[src/rtl/imm_extend_pipe_pkg.sv]
// Shared definitions for the immediate-extension pipeline:
// mode encodings, mode width and skid-buffer state encodings.
// The optional branch-offset mode is enabled by IMM_EXTEND_BRANCH_EN
// (consumed in imm_extend_core).
package imm_ext_pkg;

    localparam int MODE_W = 2;

    localparam logic [MODE_W-1:0] MODE_SIGN   = 2'd0;
    localparam logic [MODE_W-1:0] MODE_ZERO   = 2'd1;
    localparam logic [MODE_W-1:0] MODE_UPPER  = 2'd2;
    localparam logic [MODE_W-1:0] MODE_BRANCH = 2'd3;

    // Number of valid entries held: none, main only, main plus skid.
    typedef enum logic [1:0] {
        EMPTY = 2'd0,
        ONE   = 2'd1,
        TWO   = 2'd2
    } state_e;

endpackage

[src/rtl/imm_extend_pipe_if.sv]
// Handshake bundle for imm_extend_pipe.
// Both sides use valid/ready: a transfer happens on a rising clock edge
// where valid and ready are both 1; the producer holds its payload and
// valid steady until that edge, and the consumer may change ready freely.
interface imm_extend_pipe_if
    import imm_ext_pkg::*;
#(
    parameter int IN_W  = 16,
    parameter int OUT_W = 32
);
    logic              in_valid_i;
    logic              in_ready_o;
    logic [IN_W-1:0]   data_i;
    logic [MODE_W-1:0] mode_i;
    logic              out_valid_o;
    logic              out_ready_i;
    logic [OUT_W-1:0]  data_o;
    logic              err_o;

    // Environment side: upstream producer plus downstream consumer.
    modport master (
        output in_valid_i, data_i, mode_i, out_ready_i,
        input  in_ready_o, out_valid_o, data_o, err_o
    );

    // Unit side.
    modport slave (
        input  in_valid_i, data_i, mode_i, out_ready_i,
        output in_ready_o, out_valid_o, data_o, err_o
    );
endinterface

[src/rtl/imm_extend_core.sv]
// Purely combinational immediate extension.
// With IMM_EXTEND_BRANCH_EN defined, mode 3 yields the sign-extended
// immediate shifted left by two; otherwise mode 3 is flagged illegal.
module imm_extend_core
    import imm_ext_pkg::*;
#(
    parameter int IN_W  = 16,
    parameter int OUT_W = 32
) (
    input  logic [IN_W-1:0]   data_i,
    input  logic [MODE_W-1:0] mode_i,
    output logic [OUT_W-1:0]  result_o,
    output logic              err_o
);
    localparam int EXT_W = OUT_W - IN_W;

    logic [OUT_W-1:0] sext;

    // Sign-extended immediate, shared by SIGN and BRANCH.
    assign sext = {{EXT_W{data_i[IN_W-1]}}, data_i};

    // Select the extension for the requested mode; illegal modes give 0 with err.
    always_comb begin
        result_o = '0;
        err_o    = 1'b0;
        case (mode_i)
            MODE_SIGN:  result_o = sext;
            MODE_ZERO:  result_o = {{EXT_W{1'b0}}, data_i};
            MODE_UPPER: result_o = {data_i, {EXT_W{1'b0}}};
            MODE_BRANCH: begin
`ifdef IMM_EXTEND_BRANCH_EN
                result_o = sext << 2;
`else
                err_o    = 1'b1;
`endif
            end
            default:    err_o = 1'b1;
        endcase
    end
endmodule

[src/rtl/imm_extend_pipe.sv]
// Pipelined immediate-extension unit with a 2-entry skid buffer.
// Results are extended at acceptance, so the buffer stores finished
// operands. in_ready is registered and never looks at out_ready.
// Branch-offset mode is controlled by IMM_EXTEND_BRANCH_EN (see core).
module imm_extend_pipe
    import imm_ext_pkg::*;
#(
    parameter int IN_W  = 16,
    parameter int OUT_W = 32
) (
    input  logic             clk_i,
    input  logic             rst_i,
    imm_extend_pipe_if.slave bus,
    output state_e           state_o
);
    state_e           state;
    logic [OUT_W-1:0] main_data;
    logic             main_err;
    logic [OUT_W-1:0] skid_data;
    logic             skid_err;
    logic             out_valid;
    logic             in_ready;
    logic [OUT_W-1:0] ext_data;
    logic             ext_err;
    logic             accept;
    logic             drain;

    imm_extend_core #(
        .IN_W  (IN_W),
        .OUT_W (OUT_W)
    ) u_core (
        .data_i   (bus.data_i),
        .mode_i   (bus.mode_i),
        .result_o (ext_data),
        .err_o    (ext_err)
    );

    assign accept = bus.in_valid_i && in_ready;
    assign drain  = out_valid && bus.out_ready_i;

    // Occupancy FSM: main register feeds the output, skid catches overflow.
    always_ff @(posedge clk_i or negedge rst_i) begin
        if (!rst_i) begin
            state     <= EMPTY;
            main_data <= '0;
            main_err  <= 1'b0;
            skid_data <= '0;
            skid_err  <= 1'b0;
            out_valid <= 1'b0;
            in_ready  <= 1'b1;
        end else begin
            case (state)
                EMPTY: begin
                    if (accept) begin
                        main_data <= ext_data;
                        main_err  <= ext_err;
                        out_valid <= 1'b1;
                        state     <= ONE;
                    end
                end
                ONE: begin
                    if (accept && !drain) begin
                        skid_data <= ext_data;
                        skid_err  <= ext_err;
                        in_ready  <= 1'b0;
                        state     <= TWO;
                    end else if (accept && drain) begin
                        main_data <= ext_data;
                        main_err  <= ext_err;
                    end else if (drain) begin
                        out_valid <= 1'b0;
                        state     <= EMPTY;
                    end
                end
                TWO: begin
                    if (drain) begin
                        main_data <= skid_data;
                        main_err  <= skid_err;
                        in_ready  <= 1'b1;
                        state     <= ONE;
                    end
                end
                default: begin
                    out_valid <= 1'b0;
                    in_ready  <= 1'b1;
                    state     <= EMPTY;
                end
            endcase
        end
    end

    assign bus.in_ready_o  = in_ready;
    assign bus.out_valid_o = out_valid;
    assign bus.data_o      = main_data;
    assign bus.err_o       = main_err;
    assign state_o         = state;
endmodule

[src/flat_wrapper.sv]
// flat-port wrapper written by rule: the top's interface ports become plain ports
module imm_extend_pipe_flat import imm_ext_pkg::*;
#(
    parameter int IN_W  = 16,
    parameter int OUT_W = 32
)
  (clk_i, rst_i, state_o, bus_in_valid_i, bus_data_i, bus_mode_i, bus_out_ready_i, bus_in_ready_o, bus_out_valid_o, bus_data_o, bus_err_o);
  imm_extend_pipe_if #(.IN_W(IN_W), .OUT_W(OUT_W)) bus_i ();
  input  logic clk_i;
  input  logic rst_i;
  output state_e state_o;
  input wire logic [$bits(bus_i.in_valid_i)-1:0] bus_in_valid_i;
  input wire logic [$bits(bus_i.data_i)-1:0] bus_data_i;
  input wire logic [$bits(bus_i.mode_i)-1:0] bus_mode_i;
  input wire logic [$bits(bus_i.out_ready_i)-1:0] bus_out_ready_i;
  output wire logic [$bits(bus_i.in_ready_o)-1:0] bus_in_ready_o;
  output wire logic [$bits(bus_i.out_valid_o)-1:0] bus_out_valid_o;
  output wire logic [$bits(bus_i.data_o)-1:0] bus_data_o;
  output wire logic [$bits(bus_i.err_o)-1:0] bus_err_o;
  assign bus_i.in_valid_i = bus_in_valid_i;
  assign bus_i.data_i = bus_data_i;
  assign bus_i.mode_i = bus_mode_i;
  assign bus_i.out_ready_i = bus_out_ready_i;
  assign bus_in_ready_o = bus_i.in_ready_o;
  assign bus_out_valid_o = bus_i.out_valid_o;
  assign bus_data_o = bus_i.data_o;
  assign bus_err_o = bus_i.err_o;
  imm_extend_pipe #(.IN_W(IN_W), .OUT_W(OUT_W)) u_core (.clk_i(clk_i), .rst_i(rst_i), .bus(bus_i), .state_o(state_o));
endmodule
[config.mk]
export PLATFORM = sky130hd
export DESIGN_NAME = imm_extend_pipe_flat
export DESIGN_NICKNAME = d
export VERILOG_FILES = /design/src/rtl/imm_extend_pipe_pkg.sv /design/src/rtl/imm_extend_pipe_if.sv /design/src/rtl/imm_extend_core.sv /design/src/rtl/imm_extend_pipe.sv /design/src/flat_wrapper.sv
export SDC_FILE = /design/constraint.sdc
export NUM_CORES = 1
export LEC_CHECK = 0
export ABC_AREA = 1
export ABC_CLOCK_PERIOD_IN_PS = 1700
export BUFFER_PORTS_ARGS = -buffer_cell sky130_fd_sc_hd__buf_2
export CORE_ASPECT_RATIO = 0.6
export CORE_MARGIN = 8
export CORE_UTILIZATION = 56
export DETAILED_ROUTE_END_ITERATION = 10
export MAX_ROUTING_LAYER = met4
export PLACE_DENSITY = 0.79
export RECOVER_POWER = 25
export SYNTH_ARGS = -nofsm -noshare
export SYNTH_HDL_FRONTEND = slang
export SYNTH_HIERARCHICAL = 1
export SYNTH_SLANG_ARGS = --single-unit
[constraint.sdc]
create_clock -name clk_i -period 1.7 [get_ports clk_i]
set_input_delay 0.085 -clock clk_i [delete_from_list [all_inputs] [get_ports clk_i]]
set_output_delay 0.085 -clock clk_i [all_outputs]
set_load 0.005 [all_outputs]
==> run metrics, run 1 <==
Primary FF master, synth dfrtp_1; I/O pins 59; die height 78.47 um; delay-heaviest family, CP simple AND/OR/NAND/NOR gates; MaxCap Viol Count 0; Synth cell types 19; Mean Syn Cell Area 7.241 um^2; Die Wd 120.1 um; CP cell instances nand2_1 > nor2_1 > nand2_1 > nand2_1 > nand2_1 > buf_4 > nand2_1 > nand2_1; Clock Skews 10.33 ps; Net Count, Synth 525; outcome finished, final reports clean; Non-Filler Instances 640; vias in the first global route 3348; initial antenna violation count 0; die area 9425 um^2; worst slew pin tran 1059 ps; final wirelength 9627 um; Worst R2R Path Depth 8; CTS buffer count 9; placed insts 622; HPWL Detailed 6306 um; CTS tree built; number of synthesized flops with an enable pin 0; area grow syn2layout 16.25%; via count 3484; slowest stage delay, CP 550 ps; Total Routing Usage GR 0.2206; power per cell area 810.8 nW/um^2; Initial Util 0.5881; Crit. End Element flop; Crit path required time 1940 ps; Final Hold Fails 0; clk sinks 70; CTS root buf clkbuf_8; Achievable Freq 0.6489 GHz; Final #Nets 573; first-pass GRT wire length 16480 um; ys async rst share 1.000; WS Path Type flop to flop; Core Region 6193 um^2; ant diodes 0; GR Overflow Total 0; LEAKAGE 2.352 nW; Mapped Cells 503; FILL cells 527; CP dominant cell by count nand2_1; Starting DRT DRC Count 433; Synth area leader dfrtp_1; Vias/cell 5.444; Final Hold Slack 94.47 ps; Max IR drop VDD 0.0004216 V; top cells by area, synth dfrtp_1 (47%), nand2_1 (24%), nand3_1 (16%); Antenna Violating Nets Remaining 0; DRC Markers 0; proportion of layout cells with a drive suffix above 1 0.1691; total of flip-flops plus latches after synthesis 70; Placer Congestion 0.8853; top-area cell type share of the netlist area 0.4741; setup_tns 0 ps; hold crit path type input pin to flop; sequential area share after synthesis 0.4813; Synth top cells by count nand2_1 (232), nand3_1 (116), dfrtp_1 (69), inv_1 (19), nor2_1 (19); final slew viol count 0; WHS Path Cells 5; later-pin clock latency in the skew report 350 ps; top-count cell post-synth nand2_1; H-Tree Depth 3; RSZ-0062 raised after global routing no; slowest CP cell dfstp_2; CP Buf/Inv Count 1; Final setup viols 0; largest net degree at the start of global routing 54; slew margin rel. 0.2937; wire length per cell 15.04 um; post-layout min period 1541 ps; Ys Warns 6; CTS Buffer Depth 2; Synth Cell Area 3642 um^2; crit share post-route 0.9065; CP max FO 23; DR pass1 iterations 5; WP data arrival 1780 ps; Worst path depth 8; CP startpoint kind flop; Clock transition at path regs 80 ps; IO buf count 58; Row Count 22
## area by class of cell
cell class                 count  area [um^2]  share of cell area
clock buffer                  11        151.4             0.03576
clock inverter                 5        81.33             0.01921
inverter                      23        88.84             0.02098
multi-input combinational    375         1593              0.3762
sequential                    70         1753              0.4140
tap                           84        105.1             0.02482
timing repair buffer          72        461.7              0.1090
## placed cells by master (no fill, tap or decap), types with 2 or more instances in the layout
cell type / netlist / layout
nand3_1: 116 / 116
buf_2: 12 / 57
buf_12: 0 / 5
bufinv_16: 0 / 2
o21ai_0: 3 / 3
buf_4: 5 / 7
dfrtp_1: 69 / 69
inv_1: 19 / 19
clkbuf_8: 0 / 11
nor2_1: 19 / 19
dlygate4sd3_1: 0 / 2
inv_2: 3 / 2
nand2_1: 232 / 232
## worst min-delay path, stage by stage
cell and delay (ps):
buf_2 110, inv_1 50, nor2_1 50, nand3_1 70, nand2_1 50
## path summary, 6_finish.rpt
| check | start | end | slack (ps) |
|---|---|---|---|
| hold reg to reg | u_core/bus.data_o[18] | u_core/bus.data_o[18] | 470 |
| max in group asynchronous | rst_i | u_core/bus.data_o[6] | 420 |
| setup reg to reg | u_core/bus.in_ready_o | u_core/bus.data_o[0] | 160 |
| hold / removal | bus_data_i[4] | u_core/skid_data[4] | 90 |
| setup / recovery | u_core/bus.in_ready_o | u_core/bus.data_o[0] | 160 |
| min in group asynchronous | rst_i | u_core/skid_data[18] | 440 |
## registers in the layout (all words and copies together) (netlist names)
signal / flops
u_core/bus.data_o: 32
u_core/skid_data: 32
u_core/state_o: 2
u_core/bus.err_o: 1
u_core/bus.in_ready_o: 1
u_core/bus.out_valid_o: 1
u_core/skid_err: 1
## power breakdown
part           switching (mW)  leakage (nW)  total [mW]  internal (mW)
logic                   0.143          1.44       0.206         0.0629
registers                   0         0.797        1.66           1.66
clock network           0.657         0.116        1.56          0.906
## timing repair
item,4_1_cts,5_1_grt
setup buffers,0,0
gates resized for setup,0,1
hold buffers,2,0
hold endpoints to repair,18,0
setup endpoints to repair,0,13
## metrics by stage
stage	util	cell area, um^2	worst slack, ps	power (mW)
finish	0.6836	4234	158.9	3.433
CTS	0.6834	4233	122.1	3.450
global route	0.6836	4234	20.34	3.541
floorplan	-	3642	255.6	1.804
global placement	0.6426	3980	218.1	1.895
detailed placement	0.6426	3980	174.2	1.897
## routing by layer
metal,global-route usage,routed length (um),vias to the layer above
li1,-,-,1690
met1,0.3052,4430,1632
met5,-,0,-
met3,0.05286,884,11
met2,0.3165,4211,151
met4,0.05948,99,0
## cell families after synthesis
group / count (synthesis) / synth area share
buffers and inverters: 58 / 0.08141
AND/OR/NAND/NOR: 372 / 0.4332
AO/OA/AOI/OAI: 3 / 0.004121
flip-flops: 70 / 0.4813
No activity file was read; power rests on OpenSTA's default activity.
==> run 2: changes to the inputs <==
- CORE_UTILIZATION: 56 -> 59
- CTS_BUF_LIST: unset -> sky130_fd_sc_hd__clkbuf_8
- PLACE_DENSITY: 0.79 -> 0.83
==> run 2 against run 1 <==
Compared with the run above:
- combinational power shrank 2%
- utilization grew 0.81 points
- setup slack lost 65 ps
- clock power shrank 26%
- clock skew shrank 0.68 ps
- total power shrank 12%
- global-route usage grew 0.061 points
- register-to-register slack lost 70 ps
- die area shrank 4.2%
==> run metrics, run 2 (synthesis gave the netlist of run 1 again) <==
outcome finished, final reports clean; Initial Util 0.6042; Row Count 22; CTS buffer count 9; Power Total 3.017 mW; DRC Markers 0; setup_tns 0 ps; Worst Setup EP u_core/bus.data_o[6]; Placer Congestion 0.9078; CP dominant cell by count nand2_1; FILL cells 535; final slew viol count 0; initial antenna violation count 0; CP cell instances nand2_1 > nor2_1 > nand2_1 > nand2_1 > nand2_1 > buf_4 > nand2_1 > nand2_1; CTS Buffer Depth 2; Design Area, Final 4170 um^2; HPWL Detailed 6562 um; via count 3537; CP Buf/Inv Count 1; Reg-to-Reg Start u_core/bus.in_ready_o; Final Hold Fails 0; DR pass1 iterations 6; WP data arrival 1850 ps; proportion of layout cells with a drive suffix above 1 0.1756; Worst R2R Path Depth 8; Setup WS pre-CTS 76.55 ps; post-layout min period 1607 ps; most common cell after layout, fill and taps aside nand2_1; LEAKAGE 2.331 nW; area of placed instances 3983 um^2; Worst path depth 8; Final #Nets 575; wire length per cell 15.01 um; IO buf count 58; Worst Slack Setup Final 93.47 ps; placed insts 624; most frequent cells in the layout nand2_1 (232), nand3_1 (116), dfrtp_1 (68); ant diodes 0; crit share post-route 0.9450; H-Tree Depth 3; Antenna Violating Nets Remaining 0; r2r setup slk 90 ps; worst slew pin tran 950.1 ps; slew margin rel. 0.3666; hold crit path type input pin to flop; Vias/cell 5.509; CTS root buf clkbuf_8; vias in the first global route 3324; clk sinks 70; final wirelength 9637 um; Starting DRT DRC Count 307; power per cell area 723.5 nW/um^2; Final setup viols 0; slowest stage delay, CP 560 ps; largest net degree at the start of global routing 71; Worst Setup SP u_core/bus.in_ready_o; Clock Skews 9.651 ps; Die Wd 117.4 um; Core Region 6028 um^2; later-pin clock latency in the skew report 350 ps; delay-heaviest family, CP simple AND/OR/NAND/NOR gates; Final Hold Slack 98.33 ps; die area 9026 um^2; I/O pins 59; CP max FO 20; final core utilization 0.6918; Achievable Freq 0.6225 GHz; area grow syn2layout 14.50%; CP startpoint kind flop; Crit path required time 1940 ps; die height 76.86 um; Non-Filler Instances 642; slowest CP cell dfstp_2; CTS tree built; MaxCap Viol Count 0; Clock transition at path regs 70 ps; worst flop-to-flop path endpoint u_core/bus.data_o[6]; first-pass GRT wire length 16190 um; Max IR drop VDD 0.0004280 V; GR Overflow Total 0; WS Path Type flop to flop; Total Routing Usage GR 0.2212; Crit. End Element flop
run 2: changes by cell type in the layout (fill, tap and decap cells not counted), moves of 2 or more:
cell       change
buf_4          +3
bufinv_16      -2
clkinv_2       +4
clkbuf_8       -2
buf_12         -2
run 2: how the worst min path moves through the flow:
stage,start,endpoint,cells past startpoint
2_1_floorplan,rst_i,u_core/bus.data_o[0],0
3_3_place_gp,rst_i,u_core/skid_data[16],2
3_5_place_dp,rst_i,u_core/skid_data[16],2
4_1_cts,bus_data_i[9],u_core/skid_data[9],5
5_1_grt,bus_data_i[14],u_core/skid_data[14],5
6_report,bus_data_i[9],u_core/skid_data[9],5
run 2: area by class of cell:
type,count,area [um^2],area share
repair buffers,74,452.9,0.1086
clock inverters,7,41.29,0.009901
clock buffers,9,123.9,0.02970
flip-flops and latches,70,1754,0.4206
well taps,84,105.1,0.02520
multi-input cells,375,1602,0.3840
inverters,23,91.34,0.02190
run 2: power breakdown:
part	internal (mW)	total, mW	switching (mW)
registers	1.66	1.66	0
logic	0.0597	0.202	0.142
clock network	0.517	1.15	0.634
total	2.24	3.02	0.776
run 2: layer usage:
layer | wire length (um) | vias up | global-route usage
li1 | - | 1687 | -
met3 | 1049 | 20 | 0.06725
met2 | 4329 | 173 | 0.3282
met1 | 4127 | 1657 | 0.2873
met4 | 131 | 0 | 0.06178
met5 | 0 | - | -
run 2: worst min-delay path, cell delays in order:
cell     delay, ps
buf_2          110
inv_1           50
nor2_1          40
nand3_1         70
nand2_1         50
run 2: repair_timing:
item | 4_1_cts | 5_1_grt
hold endpoints to repair | 70 | 0
setup endpoints to repair | 0 | 34
setup buffers | 0 | 0
resized for setup | 0 | 5
hold buffers | 2 | 0
